--- config.mk ---
export PLATFORM = sky130hd
export DESIGN_NAME = camera_frame_source
export DESIGN_NICKNAME = d
export VERILOG_FILES = /design/src/rtl/camera_frame_source.sv
export SDC_FILE = /design/constraint.sdc
export NUM_CORES = 1
export LEC_CHECK = 0
export BUFFER_PORTS_ARGS = -buffer_cell sky130_fd_sc_hd__buf_2
export CAP_MARGIN = 30
export CORE_AREA = 2 2 82 84
export CTS_CLUSTER_DIAMETER = 40
export CTS_CLUSTER_SIZE = 28
export DETAILED_ROUTE_END_ITERATION = 12
export DIE_AREA = 0 0 84 86
export GPL_TIMING_DRIVEN = 0
export PLACE_DENSITY = 0.85
export SYNTH_ARGS = -nofsm -noshare
export SYNTH_HDL_FRONTEND = slang
export SYNTH_SLANG_ARGS = --single-unit
--- constraint.sdc ---
create_clock -name clk -period 2.4 [get_ports clk]
set_input_delay 0.48 -clock clk [delete_from_list [all_inputs] [get_ports clk]]
set_output_delay 0.48 -clock clk [all_outputs]
set_load 0.01 [all_outputs]
--- src/rtl/camera_frame_source.sv ---
`default_nettype none
// ============================================================================
// Module      : camera_frame_source
// Description : Synthetic camera front end. Generates a deterministic RGB
//               test frame (R = column, G = line, B = frame count), packed
//               N_POINTS pixels per bus word, one word per request /
//               acknowledge / send handshake.
// Revision    : 1.0 - initial release
// ============================================================================
module camera_frame_source #(
  parameter int BUS_WIDTH    = 96,
  parameter int FRAME_WIDTH  = 640,
  parameter int FRAME_HEIGHT = 480
) (
  input  logic                 clk,
  input  logic                 sys_rst,
  input  logic                 recieve_ready,
  output logic                 in_progress,
  output logic [BUS_WIDTH-1:0] data,
  output logic                 data_valid,
  output logic                 frame_end
);

  localparam int c_n_points = BUS_WIDTH / 24;
  localparam int c_xw       = (FRAME_WIDTH  > 1) ? $clog2(FRAME_WIDTH)  : 1;
  localparam int c_yw       = (FRAME_HEIGHT > 1) ? $clog2(FRAME_HEIGHT) : 1;

  localparam logic [c_xw-1:0] c_x_last = c_xw'(FRAME_WIDTH - c_n_points);
  localparam logic [c_yw-1:0] c_y_last = c_yw'(FRAME_HEIGHT - 1);
  localparam logic [c_xw-1:0] c_x_step = c_xw'(c_n_points);

  typedef enum logic [1:0] {
    S_IDLE  = 2'd0,
    S_ARMED = 2'd1,
    S_SEND  = 2'd2
  } state_t;

  state_t          r_state;
  logic [c_xw-1:0] r_x;
  logic [c_yw-1:0] r_y;
  logic [7:0]      r_frame_cnt;

  logic                 w_last_x;
  logic                 w_last_y;
  logic [BUS_WIDTH-1:0] w_beat;

  assign w_last_x = (r_x == c_x_last);
  assign w_last_y = (r_y == c_y_last);

  // Pixel k of the current beat: column, line and frame number, each truncated to 8 bits
  for (genvar k = 0; k < c_n_points; k++) begin : g_points
    assign w_beat[24*k +: 24] = {8'(32'(r_x) + k), 8'(r_y), r_frame_cnt};
  end

  // Handshake FSM with registered outputs; position counters advance on leaving SEND
  always_ff @(posedge clk or negedge sys_rst) begin
    if (!sys_rst) begin
      r_state     <= S_IDLE;
      r_x         <= '0;
      r_y         <= '0;
      r_frame_cnt <= '0;
      in_progress <= 1'b0;
      data        <= '0;
      data_valid  <= 1'b0;
      frame_end   <= 1'b0;
    end else begin
      case (r_state)
        S_IDLE: begin
          data_valid <= 1'b0;
          frame_end  <= 1'b0;
          if (recieve_ready) begin
            r_state     <= S_ARMED;
            in_progress <= 1'b1;
          end
        end
        S_ARMED: begin
          // The consumer acknowledges by dropping its request
          if (!recieve_ready) begin
            r_state    <= S_SEND;
            data_valid <= 1'b1;
            data       <= w_beat;
            frame_end  <= w_last_x && w_last_y;
          end
        end
        S_SEND: begin
          r_state     <= S_IDLE;
          data_valid  <= 1'b0;
          frame_end   <= 1'b0;
          in_progress <= 1'b0;
          if (w_last_x) begin
            r_x <= '0;
            if (w_last_y) begin
              r_y         <= '0;
              r_frame_cnt <= r_frame_cnt + 8'd1;
            end else begin
              r_y <= r_y + c_yw'(1);
            end
          end else begin
            r_x <= r_x + c_x_step;
          end
        end
        default: begin
          r_state     <= S_IDLE;
          in_progress <= 1'b0;
          data_valid  <= 1'b0;
          frame_end   <= 1'b0;
        end
      endcase
    end
  end

endmodule
`default_nettype wire

==> metrics.csv <==
metric,value,unit
# diodes,0,
CP required,2610,ps
postcts setup bufs,0,
Fin. Hold Viols,0,
Sink Count,60,
Area Overhead vs Synth,24.6,%
Tot GR Track Use,0.179,
DP HPWL,4480,µm
multi-input combinational cell area,987,µm²
wire length per cell,11.4,µm
Mapped Cells,326,
row count,29,
min Tclk post-route,1870,ps
CTS tree,done,
clock skew,8.07,ps
fmax,534,MHz
Ys Warns,0,
part of the cycle the worst path needs,0.780,
"Distinct cells, synth",37,
Worst Tran Pin Value,500,ps
Rel. slew slack,0.667,
CTS max path bufs,2,
arrival time worst endpoint,2080,ps
effective utilization at floorplan,0.488,
first-pass GRT wire length,10400,µm
area of the mapped netlist,0.00306,mm²
GPL Wtd Cong,0.862,
Initial DRT Pass Iterations,4,
post-synthesis sequential area ratio,0.490,
final setup vio count,0,
critical path class,register to register,
largest cells by area after synthesis,"dfrtp_1 (49%), buf_4 (17%), nand2_1 (11%)",
#FFs+latches synth,60,
CP Capture Type,register,
total of max-cap violations,0,
vias in the first global route,2369,
Die Y,86,µm
flip-flop and latch area,0.00150,mm²
fraction of registers with async set or reset after synthesis,1.00,
worst hold path class,primary input to asynchronous set/reset pin,
clock slew at reported path FFs,60,ps
CTS Buf Count,9,
Routed Antenna Nets,0,
RSZ-0062 raised after global routing,no,
VDD IR max,0.419,mV
"commonest non-fill, non-tap cells in the layout","buf_2 (102), nand2_1 (93), buf_4 (68)",
cell accounting for the most synthesized area,dfrtp_1,
"commonest non-fill, non-tap cell in the layout",buf_2,
I/O Pins,102,
H-Tree Depth,3,
Routed WL,5880,µm
layout cells sized above 1,0.430,
Startpoint Class,register,
final core occ,0.608,
post-CTS resize count,0,
status,completed,
Leak,2.32,nW
die footprint,0.00722,mm²
"EDFF count, synth",0,
core area,0.00628,mm²
Yosys top cell area share,0.490,
nets,444,
Power Dens Cells,593,mW/mm²
largest net degree at the start of global routing,40,
fill count,567,
Buffers on Ports,97,
via count,2431,
syn_area_per_cell,9.39,µm²
DRC viols,0,
Congestion Overflow GR,0,
initial antenna violation count,0,
worst skew pair latency,340,ps
1st-iter DRT viols,130,
Synth Flop Type,dfrtp_1,
setup TNS,0,ps
CP max FO,7,
vias per cell,4.70,
Horiz. Die Dim,84,µm
CTS Hold Bufs,0,
CTS Root Cell,clkbuf_8,
Pins Over Slew Limit,0,
[logic make-up (layout without fill, tap and decap cells)]
family,count (synthesis),after routing,share of synthesized area
multiplexers,1,1,0.00368
adder cells (fa/ha/maj),3,3,0.0123
AO/OA/AOI/OAI,19,19,0.0356
flip-flops,60,60,0.490
buffers and inverters,84,195,0.191
XOR/XNOR,15,15,0.0429
other,1,4,0.00122
AND/OR/NAND/NOR,143,143,0.223
[per-layer routing]
layer / track usage / wire, µm / share of wire / up-vias
met5: 0 / 0 / 0 / -
met4: 0.0821 / 89 / 0.015 / 0
met3: 0.0356 / 383 / 0.065 / 10
met2: 0.303 / 2790 / 0.48 / 90
met1: 0.223 / 2610 / 0.44 / 1129
li1: - / - / - / 1202
[critical path, cell delays in order, from the launching register on]
cell and delay (ps):
dfrtp_1 420, ha_1 220, nand3_1 200, nor4_4 390
nand2_1 170, mux2_1 340
[state kept, by name (all words and copies together) (netlist names)]
name / count
r_state: 2
r_x: 8
r_frame_cnt: 8
r_y: 9
in_progress: 1
data: 30
data_valid: 1
frame_end: 1
[worst paths after layout]
kind                       cells after the start      startpoint  slack (ps)             end
setup / recovery                               5          r_y[0]         530  r_frame_cnt[1]
hold / removal                                 1         sys_rst         110        data[79]
setup reg to reg                               5          r_y[0]         530  r_frame_cnt[1]
hold reg to reg                                1  r_frame_cnt[7]         470  r_frame_cnt[7]
max in group asynchronous                      2         sys_rst        1720          r_x[5]
min in group clk                               2   recieve_ready         390      data_valid
[per-stage QoR]
stage                     hold slack (ps)  total power [W]  std cells  setup WS [ps]  instance area, µm²
final                                 109          0.00226        517            528                3810
after detailed placement              467          0.00160        504            528                3670
after global placement                457          0.00157        503            561                3650
after floorplan                       184          0.00142        329            696                3070
after CTS                             123          0.00229        517            516                3810
after global routing                  143          0.00239        517            383                3810
[report_power, final]
group	switching [W]	internal, W
Sequential	0.0000839	0.00111
Combinational	0.000197	0.000183
Clock	0.000334	0.000358
[area by class of cell]
| cell class | count | area share |
|---|---|---|
| Tap cell | 77 | 0.0253 |
| Inverter | 6 | 0.00591 |
| Sequential cell | 60 | 0.394 |
| Timing Repair Buffer | 98 | 0.133 |
| Multi-Input combinational cell | 185 | 0.259 |
| Buffer | 78 | 0.147 |
| Clock buffer | 13 | 0.0364 |
[cells in the mapped netlist (2+ instances only)]
| master | number |
|---|---|
| nand2_1 | 93 |
| buf_4 | 68 |
| dfrtp_1 | 60 |
| nand3_1 | 9 |
| a21oi_1 | 8 |
| nand4_1 | 8 |
| xnor2_1 | 8 |
| nor2_1 | 7 |
| o21ai_0 | 7 |
| xor2_1 | 7 |
| buf_2 | 5 |
| inv_1 | 5 |
| and3_1 | 4 |
| clkbuf_1 | 4 |
| nor3_1 | 4 |
| ha_1 | 3 |
| a21o_1 | 2 |
| and2_1 | 2 |
| nand2b_1 | 2 |
| nor2b_1 | 2 |
| nor4_4 | 2 |
Power figures use the tool's default switching activity.
